[config.mk]
export PLATFORM = sky130hd
export DESIGN_NAME = vga_timing_gen
export DESIGN_NICKNAME = d
export VERILOG_FILES = /design/src/rtl/vga_pkg.sv /design/src/rtl/vga_delay_line.sv /design/src/rtl/vga_timing_gen.sv
export SDC_FILE = /design/constraint.sdc
export NUM_CORES = 1
export LEC_CHECK = 0
export BUFFER_PORTS_ARGS = -buffer_cell sky130_fd_sc_hd__buf_2
export CORE_MARGIN = 4
export CORE_UTILIZATION = 40
export CTS_CLUSTER_SIZE = 20
export DETAILED_ROUTE_END_ITERATION = 12
export GPL_TIMING_DRIVEN = 1
export HOLD_SLACK_MARGIN = 0.1
export PLACE_DENSITY = 0.64
export REMOVE_ABC_BUFFERS = 1
export SYNTH_ARGS = -nofsm -noshare
export SYNTH_HDL_FRONTEND = slang
export SYNTH_HIERARCHICAL = 1
export SYNTH_SLANG_ARGS = --single-unit
[constraint.sdc]
create_clock -name pclk -period 5.8 [get_ports pclk]
set_input_delay 0 -clock pclk [delete_from_list [all_inputs] [get_ports pclk]]
set_output_delay 0 -clock pclk [all_outputs]
set_load 0.05 [all_outputs]
[src/rtl/vga_pkg.sv]
// Shared VGA timing constants and types for the parametrised timing generator.
package vga_pkg;

  localparam int unsigned VGA_H_ACTIVE = 640;
  localparam int unsigned VGA_H_FP     = 16;
  localparam int unsigned VGA_H_SYNC   = 96;
  localparam int unsigned VGA_H_BP     = 48;
  localparam int unsigned VGA_V_ACTIVE = 480;
  localparam int unsigned VGA_V_FP     = 10;
  localparam int unsigned VGA_V_SYNC   = 2;
  localparam int unsigned VGA_V_BP     = 33;

  localparam bit POL_LOW  = 1'b0;
  localparam bit POL_HIGH = 1'b1;

  localparam int unsigned CELL_W_DEF = 9;
  localparam int unsigned CELL_H_DEF = 16;

  typedef struct packed {
    logic hsync;
    logic vsync;
    logic valid;
  } vga_ctl_t;

  function automatic int unsigned timing_total(input int unsigned active,
                                               input int unsigned fp,
                                               input int unsigned sync,
                                               input int unsigned bp);
    return active + fp + sync + bp;
  endfunction

endpackage

[src/rtl/vga_delay_line.sv]
// Fixed-depth register pipe with enable; depth 0 degenerates to a wire.
module vga_delay_line #(
  parameter int unsigned      WIDTH   = 1,
  parameter int unsigned      DEPTH   = 1,
  parameter logic [WIDTH-1:0] RST_VAL = '0
) (
  input  logic             pclk,
  input  logic             reset,
  input  logic             en,
  input  logic [WIDTH-1:0] din,
  output logic [WIDTH-1:0] dout
);

  if (DEPTH == 0) begin : g_pass
    assign dout = din;
  end else begin : g_pipe
    logic [WIDTH-1:0] stage [DEPTH];

    always_ff @(posedge pclk or posedge reset) begin
      if (reset) begin
        for (int unsigned i = 0; i < DEPTH; i++) stage[i] <= RST_VAL;
      end else if (en) begin
        stage[0] <= din;
        for (int unsigned i = 1; i < DEPTH; i++) stage[i] <= stage[i-1];
      end
    end

    assign dout = stage[DEPTH-1];
  end

endmodule

[src/rtl/vga_timing_gen.sv]
// Parametrised VGA timing generator: pixel/cell addressing, delayed sync/valid
// aligned to a latent pixel source, and blanked colour outputs.
module vga_timing_gen
  import vga_pkg::*;
#(
  parameter int unsigned H_ACTIVE     = VGA_H_ACTIVE,
  parameter int unsigned H_FP         = VGA_H_FP,
  parameter int unsigned H_SYNC       = VGA_H_SYNC,
  parameter int unsigned H_BP         = VGA_H_BP,
  parameter int unsigned V_ACTIVE     = VGA_V_ACTIVE,
  parameter int unsigned V_FP         = VGA_V_FP,
  parameter int unsigned V_SYNC       = VGA_V_SYNC,
  parameter int unsigned V_BP         = VGA_V_BP,
  parameter bit          HS_POL       = POL_LOW,
  parameter bit          VS_POL       = POL_LOW,
  parameter int unsigned CELL_W       = CELL_W_DEF,
  parameter int unsigned CELL_H       = CELL_H_DEF,
  parameter int unsigned DATA_LATENCY = 1,
  parameter int unsigned COLOR_W      = 8
) (
  input  logic                 pclk,
  input  logic                 reset,
  input  logic                 en,
  input  logic [3*COLOR_W-1:0] vga_data,
  output logic [9:0]           h_addr,
  output logic [9:0]           v_addr,
  output logic [6:0]           x_addr,
  output logic [4:0]           y_addr,
  output logic                 hsync,
  output logic                 vsync,
  output logic                 valid,
  output logic [COLOR_W-1:0]   vga_r,
  output logic [COLOR_W-1:0]   vga_g,
  output logic [COLOR_W-1:0]   vga_b,
  output logic                 frame_start
);

  localparam int unsigned H_TOTAL  = timing_total(H_ACTIVE, H_FP, H_SYNC, H_BP);
  localparam int unsigned V_TOTAL  = timing_total(V_ACTIVE, V_FP, V_SYNC, V_BP);
  localparam int unsigned HS_START = H_ACTIVE + H_FP;
  localparam int unsigned HS_END   = HS_START + H_SYNC;
  localparam int unsigned VS_START = V_ACTIVE + V_FP;
  localparam int unsigned VS_END   = VS_START + V_SYNC;
  localparam int unsigned CXW      = (CELL_W > 1) ? $clog2(CELL_W) : 1;
  localparam int unsigned CYW      = (CELL_H > 1) ? $clog2(CELL_H) : 1;

  if (H_ACTIVE / CELL_W > 127) begin : g_chk_x
    $error("H_ACTIVE/CELL_W does not fit the 7-bit x_addr");
  end
  if (V_ACTIVE / CELL_H > 31) begin : g_chk_y
    $error("V_ACTIVE/CELL_H does not fit the 5-bit y_addr");
  end
  if (H_TOTAL > 1024 || V_TOTAL > 1024) begin : g_chk_tot
    $error("line/frame totals exceed the 10-bit counters");
  end
  if (DATA_LATENCY > 7) begin : g_chk_lat
    $error("DATA_LATENCY must be in 0..7");
  end

  logic [9:0]     h_cnt, v_cnt;
  logic [CXW-1:0] cx_sub;
  logic [CYW-1:0] cy_sub;
  logic [6:0]     x_cell;
  logic [4:0]     y_cell;
  logic           h_wrap, v_wrap, h_active, v_active;
  vga_ctl_t       ctl_int, ctl_dly;

  always_comb begin
    h_wrap   = (32'(h_cnt) == H_TOTAL - 1);
    v_wrap   = (32'(v_cnt) == V_TOTAL - 1);
    h_active = (32'(h_cnt) < H_ACTIVE);
    v_active = (32'(v_cnt) < V_ACTIVE);
  end

  always_ff @(posedge pclk or posedge reset) begin
    if (reset) begin
      h_cnt <= '0;
      v_cnt <= '0;
    end else if (en) begin
      if (h_wrap) begin
        h_cnt <= '0;
        v_cnt <= v_wrap ? '0 : v_cnt + 10'd1;
      end else begin
        h_cnt <= h_cnt + 10'd1;
      end
    end
  end

  // Cell coordinates tracked by sub-counters so no divider is needed.
  always_ff @(posedge pclk or posedge reset) begin
    if (reset) begin
      cx_sub <= '0;
      x_cell <= '0;
    end else if (en) begin
      if (h_wrap) begin
        cx_sub <= '0;
        x_cell <= '0;
      end else if (h_active) begin
        if (32'(cx_sub) == CELL_W - 1) begin
          cx_sub <= '0;
          x_cell <= x_cell + 7'd1;
        end else begin
          cx_sub <= cx_sub + 1'b1;
        end
      end
    end
  end

  always_ff @(posedge pclk or posedge reset) begin
    if (reset) begin
      cy_sub <= '0;
      y_cell <= '0;
    end else if (en && h_wrap) begin
      if (v_wrap) begin
        cy_sub <= '0;
        y_cell <= '0;
      end else if (v_active) begin
        if (32'(cy_sub) == CELL_H - 1) begin
          cy_sub <= '0;
          y_cell <= y_cell + 5'd1;
        end else begin
          cy_sub <= cy_sub + 1'b1;
        end
      end
    end
  end

  always_comb begin
    h_addr        = h_active ? h_cnt : '0;
    v_addr        = v_active ? v_cnt : '0;
    x_addr        = h_active ? x_cell : '0;
    y_addr        = v_active ? y_cell : '0;
    frame_start   = en && (h_cnt == '0) && (v_cnt == '0);
    ctl_int.hsync = (32'(h_cnt) >= HS_START && 32'(h_cnt) < HS_END) ? HS_POL : ~HS_POL;
    ctl_int.vsync = (32'(v_cnt) >= VS_START && 32'(v_cnt) < VS_END) ? VS_POL : ~VS_POL;
    ctl_int.valid = h_active && v_active;
  end

  vga_delay_line #(
    .WIDTH   (3),
    .DEPTH   (DATA_LATENCY),
    .RST_VAL ({~HS_POL, ~VS_POL, 1'b0})
  ) u_ctl_dly (
    .pclk  (pclk),
    .reset (reset),
    .en    (en),
    .din   (ctl_int),
    .dout  (ctl_dly)
  );

  always_comb begin
    hsync = ctl_dly.hsync;
    vsync = ctl_dly.vsync;
    valid = ctl_dly.valid;
    vga_r = valid ? vga_data[3*COLOR_W-1 -: COLOR_W] : '0;
    vga_g = valid ? vga_data[2*COLOR_W-1 -: COLOR_W] : '0;
    vga_b = valid ? vga_data[COLOR_W-1 -: COLOR_W]   : '0;
  end

endmodule

==> results of run 1 <==
cells by family after synthesis:
logic type               Yosys count
other                              1
flip-flops                        43
multiplexers                       6
XOR/XNOR                           9
AND/OR/NAND/NOR                  154
AO/OA/AOI/OAI                     60
adder cells (fa/ha/maj)            9
buffers and inverters             41
final timing paths:
check / to / slack [ps] / depth (start not counted)
max: y_cell[4] / 3490 / 4
min: h_cnt[1] / 100 / 3
max reg2reg: y_cell[4] / 3490 / 4
min reg2reg: x_cell[6] / 480 / 1
max in group asynchronous: x_cell[0] / 5020 / 4
min in group asynchronous: u_ctl_dly/dout[0] / 130 / 3
area by class of cell:
type / count / area [um^2] / area share
clock buffer: 8 / 100 / 0.0296
multi-input combinational: 239 / 1550 / 0.457
timing repair buffer: 89 / 458 / 0.135
sequential: 43 / 1080 / 0.319
inverter: 21 / 78.8 / 0.0233
tap: 96 / 120 / 0.0355
cell usage in the layout (no fill, tap or decap), types with 4 or more instances in the layout:
cell	instances
ha_1	9
a21o_1	4
a31oi_1	7
nand3_1	18
buf_2	85
nor2b_1	5
and2_1	51
nand2_1	12
nand4_1	8
dfrtp_1	41
clkbuf_8	7
o21a_1	4
or4_1	5
nor4_1	5
and4_1	5
a21oi_1	10
xnor2_1	6
and3_1	7
inv_1	21
nor2_1	15
a22o_1	4
o21ai_0	14
nor3_1	11
power by group:
| group | switching [mW] | internal (mW) | leakage [nW] |
|---|---|---|---|
| clock network | 0.105 | 0.109 | 0.0515 |
| registers | 0.0605 | 0.343 | 0.515 |
| logic | 0.240 | 0.106 | 1.05 |
| total | 0.406 | 0.558 | 1.61 |
registers in the layout, indices dropped and copies added, names as in the netlist:
signal and cells:
cx_sub 4, cy_sub 4, h_cnt 10, u_ctl_dly/dout 3, v_cnt 10, x_cell 7
y_cell 5
cells in the mapped netlist, types with 5 or more instances:
cell,instances,share of area
nand4_1,8,0.018
a31oi_1,7,0.016
nor4_1,5,0.011
xnor2_1,6,0.019
nand3_1,18,0.032
and3_1,7,0.016
nand2_1,12,0.016
inv_1,21,0.028
and4_1,5,0.016
o21ai_0,14,0.025
nor2_1,15,0.020
a21oi_1,10,0.018
ha_1,9,0.040
nor2b_1,5,0.011
and2_1,51,0.11
nor3_1,11,0.020
dfrtp_1,41,0.37
or4_1,5,0.013
clkbuf_1,13,0.017
worst max-delay path: cells and delay by family (launching register included):
family | cells | cell delay, ps
simple gates | 3 | 1710
compound gates | 1 | 80
flops | 1 | 450
layer usage:
layer,GRT usage,routed length [um],up-vias
li1,-,-,1291
met1,0.222,3150,1195
met2,0.260,3100,78
met3,0.0279,443,7
met4,0.0603,108,0
met5,0,0,-
metrics by stage:
stage	setup WS, ps	power, mW	instance area (um^2)
2_1_floorplan	3470	0.669	2700
3_3_place_gp	3540	0.751	3270
3_5_place_dp	3500	0.755	3270
4_1_cts	3500	0.974	3380
5_1_grt	3270	1.03	3380
6_report	3490	0.963	3380
==> flow_summary.toml, run 1 <==
[run_status]
status = "completed"

[clocking]
htreeDepth = 2
clk_pin_slew_ps = 80
post-cts-setup-buffers = 0
cts_buffers = 5
root_buffer = "clkbuf_8"
cts.repair.resized = 0
cts_tree = "done"
clock_sinks = 43
cts_buffer_depth = 2
ctsHoldBuffers = 1
insertion_delay_ps = 300

[sta]
setup_viol = 0
max_freq_mhz = 432
finalHoldWorstSlack_ps = 101
relSlewSlack = 0.220
report.final.slew_viol_count = 0
period_share = 0.399
fin_crit_ps = 2320
hold_violations = 0
tightest_slew_ps = 1160
tns_ps = 0
finalClockSkew_ps = 3.50
rsz0062_at_grt = "no"

[final_layout]
fin_cells = 496
synthToLayoutAreaGrowth_pct = 20.7
nets = 435
nFillCells = 656
diodes = 0
drive_gt1_frac = 0.258
fin_util = 0.498

[placed_design]
gp_congestion = 0.780
place_inst = 487
port-buffer-count = 85
post-dp-hpwl_um = 4950

[synthesis]
ys_ff_latch = 43
avgSynthCellArea_um2 = 8.67
synth_top_family_by_area = "simple AND/OR/NAND/NOR gates"
synth_mux_area_frac = 0.0228
mappedNetlistArea_um2 = 2800
synth_seq_area_share = 0.385
yosysUniqueCellTypes = 46
synth_compound_area_frac = 0.138
yosysWarningCount = 6
synth_cells = 323
synthXorXnorAreaFrac = 0.0281
synth_edf_count = 0
synth-simple-area-share = 0.322
ys.flop_type = "dfrtp_1"
synth_fa_ha_area_frac = 0.0402
synthArstFlopShare = 1.00

[route]
drt-pass1-iter-count = 4
drt_iter0_markers = 120
dr_total_vias = 2571
wl_per_cell_um = 13.7
vias_per_cell = 5.18
drc = 0
totalWireLength_um = 6800
ant_nets = 0

[setup_path]
critPathCaptureType = "flop"
r2r-start = "h_cnt[5]"
path_cells = "or4b_1, or3_4, or4_1, o21ai_1"
crit_required_ps = 6040
critPathKind = "flop to flop"
critPathArrivalTime_ps = 2550
cpPeakStageDelay_ps = 690
crit_slowest_cell = "or4b_1"
crit_start = "h_cnt[5]"
cp-start-kind = "flop"
crit_path_max_fanout = 14

[die]
initial_utilization = 0.412
fp.coreArea_um2 = 6790
die_w_um = 91.7
die_height_um = 91.7
io_pins = 87
rows = 30
die_area_um2 = 8410

[hold_path]
hold_start = "en"
hp-class = "input port to flop"

[global_route]
grt_usage = 0.163
grt_pass1_vias = 2361
grt_first_pass_wirelength_um = 11300
grt_max_degree = 41
antenna_found_initial = 0
grt-ovfl-total = 0

[power]
p_leak_nw = 1.61
irDropWorstVdd_mv = 0.102
p_per_area_nw_per_um2 = 285

[flow_run]
maxCapViolations = 0
No activity file was read; power rests on OpenSTA's default activity.
==> inputs of run 2 (changes only) <==
==> constraint.sdc (replaced) <==
create_clock -name pclk -period 2.2 [get_ports pclk]
set_input_delay 0 -clock pclk [delete_from_list [all_inputs] [get_ports pclk]]
set_output_delay 0 -clock pclk [all_outputs]
set_load 0.05 [all_outputs]
==> run 2 against run 1 <==
Against the previous run:
- fmax grew 11%
- combinational power grew to 2.9 times the previous value
- register-to-register slack got worse by 3400 ps
- hold slack better by 35 ps
- clock skew rose by 3.6 ps
- cell count increased by 3.6%
- global-route usage rose by 0.64 points
- count of clock-buffer cells in the layout unchanged
- via count grew 3.5%
- largest cell class unchanged
==> flow_summary.toml, run 2 (synthesized netlist as in run 1, its figures left out) <==
[sta]
tns_ps = 0
hold_violations = 0
max_freq_mhz = 479
tightest_slew_ps = 530
relSlewSlack = 0.647
finalClockSkew_ps = 7.12
period_share = 0.948
rsz0062_at_grt = "no"
setup_viol = 0
fin_crit_ps = 2090
report.final.slew_viol_count = 0

[setup_path]
r2r_setup_slack_ps = 110
cp-start-kind = "flop"
critPathKind = "flop to flop"
critPathArrivalTime_ps = 2300
cpPeakStageDelay_ps = 560
path_cells = "or4b_1, or3_4, or4_1, o21ai_1"
crit_required_ps = 2420
critPathCaptureType = "flop"
crit_path_max_fanout = 14
crit_family = "simple AND/OR/NAND/NOR gates"
path_buf_inv = 0
crit_slowest_cell = "or4b_1"

[route]
wl_per_cell_um = 13.8
vias_per_cell = 5.18
drc = 0
routed.top_layer = "met4"
wl_met2_um = 3360
drt_iter0_markers = 112
met3_wirelength_um = 532
dr_total_vias = 2660
met1_length_um = 3100
drt-pass1-iter-count = 4
ant_nets = 0
totalWireLength_um = 7080

[global_route]
antenna_found_initial = 0
grt_pass1_vias = 2499
grt_max_degree = 41
grt-ovfl-total = 0
grt_first_pass_wirelength_um = 11800
grt_usage = 0.170

[clocking]
htreeDepth = 2
cts_buffers = 5
clk_pin_slew_ps = 80
cts.repair.resized = 0
insertion_delay_ps = 290
root_buffer = "clkbuf_8"
clock_sinks = 43
cts_tree = "done"
cts_buffer_depth = 2

[flow_run]
maxCapViolations = 0

[final_layout]
finalInstanceArea_um2 = 3500
multi_input_area_um2 = 1550
diodes = 0
final_cell_mix = "buf_2, and2_1, dfrtp_1"
drive_gt1_frac = 0.285
nFillCells = 656
synthToLayoutAreaGrowth_pct = 24.8
nets = 453
layout_commonest_cell = "buf_2"
fin_cells = 514
area.sequential_um2 = 1080
reg_top3 = "h_cnt (10), v_cnt (10), x_cell (7)"

[placed_design]
dpl_cell_area_um2 = 3410
post-dp-hpwl_um = 5270
place_inst = 505
port-buffer-count = 85
gp_congestion = 0.826

[die]
die_height_um = 91.7
initial_utilization = 0.412
io_pins = 87
die_w_um = 91.7
fp.coreArea_um2 = 6790
rows = 30
die_area_um2 = 8410

[hold_path]
hp-class = "input port to async pin"

[power]
p_per_area_nw_per_um2 = 717
p_leak_nw = 1.69
power_mw = 2.51
irDropWorstVdd_mv = 0.312

[run_status]
status = "completed"
[run 2: cell count changes in the layout (fill, tap and decap cells not counted)]
| cell | previous run | this run |
|---|---|---|
| buf_4 | 3 | 21 |
| clkbuf_1 | 1 | 3 |
| clkbuf_8 | 7 | 5 |
[run 2: power breakdown]
| group | switching, mW | leakage, nW | internal [mW] |
|---|---|---|---|
| sequential | 0.119 | 0.515 | 0.905 |
| combinational | 0.678 | 1.14 | 0.316 |
| clock | 0.263 | 0.0395 | 0.226 |
| total | 1.06 | 1.69 | 1.45 |
[run 2: layout make-up]
type,instances,share of cell area
Clock buffer,8,0.0229
Inverter,21,0.0225
Multi-Input combinational cell,239,0.442
Sequential cell,43,0.308
Tap cell,96,0.0343
Timing Repair Buffer,107,0.170
[run 2: repair_timing]
| action | in CTS | in global routing |
|---|---|---|
| setup buffers | 0 | 0 |
| hold buffers | 1 | 0 |
| endpoints found under the hold margin | 43 | 0 |
[run 2: final timing paths]
| path | depth (start not counted) | to | start |
|---|---|---|---|
| hold / removal | 3 | u_ctl_dly/dout[0] | reset |
| setup reg to reg | 4 | v_cnt[7] | h_cnt[5] |
| setup / recovery | 4 | v_cnt[7] | h_cnt[5] |
| max in group asynchronous | 4 | h_cnt[9] | reset |
| min in group pclk | 3 | h_cnt[1] | en |
| hold reg to reg | 1 | x_cell[6] | x_cell[6] |
[run 2: per-stage QoR]
step,util,setup WS [ps],hold slack [ps]
3_5_place_dp,0.501,112,-117
2_1_floorplan,-,-132,-248
5_1_grt,0.515,20.4,154
6_report,0.515,114,136
3_3_place_gp,0.501,148,-116
4_1_cts,0.515,109,131
[run 2: layer usage]
metal  vias up  track usage
li1       1324            -
met1      1236        0.213
met2        91        0.290
met3         9       0.0394
met4         0       0.0490
met5         -            0
[run 2: worst register-to-register path, cell delays in order, from the launching register on]
cell	delay (ps)
dfrtp_1	380
or4b_1	560
or3_4	470
or4_1	520
o21ai_1	90
==> inputs of run 3 (changes only) <==
--- a/config.mk
+++ b/config.mk
@@ -8,6 +8,7 @@
 export BUFFER_PORTS_ARGS = -buffer_cell sky130_fd_sc_hd__buf_2
 export CORE_MARGIN = 4
 export CORE_UTILIZATION = 40
+export CTS_BUF_LIST = sky130_fd_sc_hd__clkbuf_8
 export CTS_CLUSTER_SIZE = 20
 export DETAILED_ROUTE_END_ITERATION = 12
 export GPL_TIMING_DRIVEN = 1
==> run 3 against run 2 <==
Against the previous run:
- register-to-register slack hardly changed
- die area unchanged
- non-clock buffer count is the same
- critical endpoint unchanged
- via count decreased by 0.23%
- sequential power barely moved
- power fell by 0.42%
==> flow_summary.toml, run 3 (synthesized netlist as in run 1, its figures left out) <==
[run_status]
status = "completed"

[flow_run]
maxCapViolations = 0

[global_route]
grt-ovfl-total = 0
grt_first_pass_wirelength_um = 11800
antenna_found_initial = 0
grt_usage = 0.170
grt_pass1_vias = 2499
grt_max_degree = 41

[hold_path]
hp-class = "input port to async pin"

[setup_path]
crit_required_ps = 2420
crit_path_max_fanout = 14
critical_path_depth = 4
path_buf_inv = 0
crit_slowest_cell = "or4b_1"
critPathArrivalTime_ps = 2310
cpPeakStageDelay_ps = 560
critPathKind = "flop to flop"
critPathCaptureType = "flop"
crit_family = "simple AND/OR/NAND/NOR gates"
r2r_cells = 4
cp-start-kind = "flop"
path_cells = "or4b_1, or3_4, or4_1, o21ai_1"

[power]
power_mw = 2.50
irDropWorstVdd_mv = 0.312
p_leak_nw = 1.70
p_per_area_nw_per_um2 = 714

[placed_design]
gp_congestion = 0.826
port-buffer-count = 85
post-dp-hpwl_um = 5270
pre_cts_ws_ps = 112

[final_layout]
multi_input_area_um2 = 1550
diodes = 0
synthToLayoutAreaGrowth_pct = 24.8
area.sequential_um2 = 1080
nFillCells = 656
layout_commonest_cell = "buf_2"
final_cell_mix = "buf_2, and2_1, dfrtp_1"
nets = 453
reg_top3 = "h_cnt (10), v_cnt (10), x_cell (7)"
drive_gt1_frac = 0.285
fin_util = 0.515

[sta]
rsz0062_at_grt = "no"
report.final.slew_viol_count = 0
setup_viol = 0
fin_crit_ps = 2100
relSlewSlack = 0.647
period_share = 0.953
finalClockSkew_ps = 7.10
tightest_slew_ps = 530
hold_violations = 0
setup_ws_ps = 104
finalHoldWorstSlack_ps = 135
max_freq_mhz = 477

[clocking]
insertion_delay_ps = 290
clock_sinks = 43
cts.repair.resized = 0
cts_tree = "done"
clk_pin_slew_ps = 80
cts_buffer_depth = 2
root_buffer = "clkbuf_8"
htreeDepth = 2
cts_buffers = 5

[die]
io_pins = 87
rows = 30
initial_utilization = 0.412
die_w_um = 91.7
fp.coreArea_um2 = 6790
die_area_um2 = 8410
die_height_um = 91.7

[route]
drc = 0
drt_iter0_markers = 110
totalWireLength_um = 7080
vias_per_cell = 5.16
dr_total_vias = 2654
wl_per_cell_um = 13.8
drt-pass1-iter-count = 4
ant_nets = 0
## run 3: cell count changes in the layout (fill, tap and decap cells not counted), sizes merged
| cell | before | now |
|---|---|---|
| clkbuf | 8 | 5 |
| inv | 21 | 24 |
## run 3: worst reg2reg max path, stage by stage, from the launching register on
cell     delay (ps)
dfrtp_1         380
or4b_1          560
or3_4           480
or4_1           520
o21ai_1          90
## run 3: where the power goes
part	switching [mW]	leakage [nW]	internal, mW
clock network	0.266	0.0519	0.212
registers	0.120	0.515	0.905
logic	0.678	1.14	0.316
total	1.06	1.70	1.43
## run 3: cell type report
cell class	instances	share of cell area
Clock buffer	5	0.0197
Timing Repair Buffer	107	0.170
Inverter	21	0.0225
Sequential cell	43	0.308
Tap cell	96	0.0343
Clock inverter	3	0.00322
Multi-Input combinational cell	239	0.442
## run 3: worst paths after layout
kind	from	end	slack, ps
setup / recovery	h_cnt[5]	v_cnt[7]	100
max in group asynchronous	reset	cx_sub[3]	1430
hold / removal	reset	u_ctl_dly/dout[0]	140
setup reg to reg	h_cnt[5]	v_cnt[7]	100
hold reg to reg	x_cell[6]	x_cell[6]	500
min in group pclk	en	h_cnt[3]	160
## run 3: through the flow
step / cell area [um^2] / std cells / setup TNS [ps]
final: 3500 / 514 / 0
after global routing: 3500 / 514 / 0
after CTS: 3500 / 514 / 0
after detailed placement: 3410 / 505 / 0
after global placement: 3410 / 505 / 0
after floorplan: 2700 / 303 / -534
## run 3: timing repair
action                     in CTS  in global routing
setup endpoints to repair       0                  0
hold endpoints to repair       43                  0
hold buffers                    1                  0
setup buffers                   0                  0
## run 3: metal layers
layer  part of all wire  up-vias  GRT usage  routed length, um
met3              0.074        9     0.0394                526
met2               0.47       93      0.290               3350
li1                   -     1321          -                  -
met4              0.013        0     0.0490                 94
met1               0.44     1231      0.213               3110
met5                  0        -          0                  0
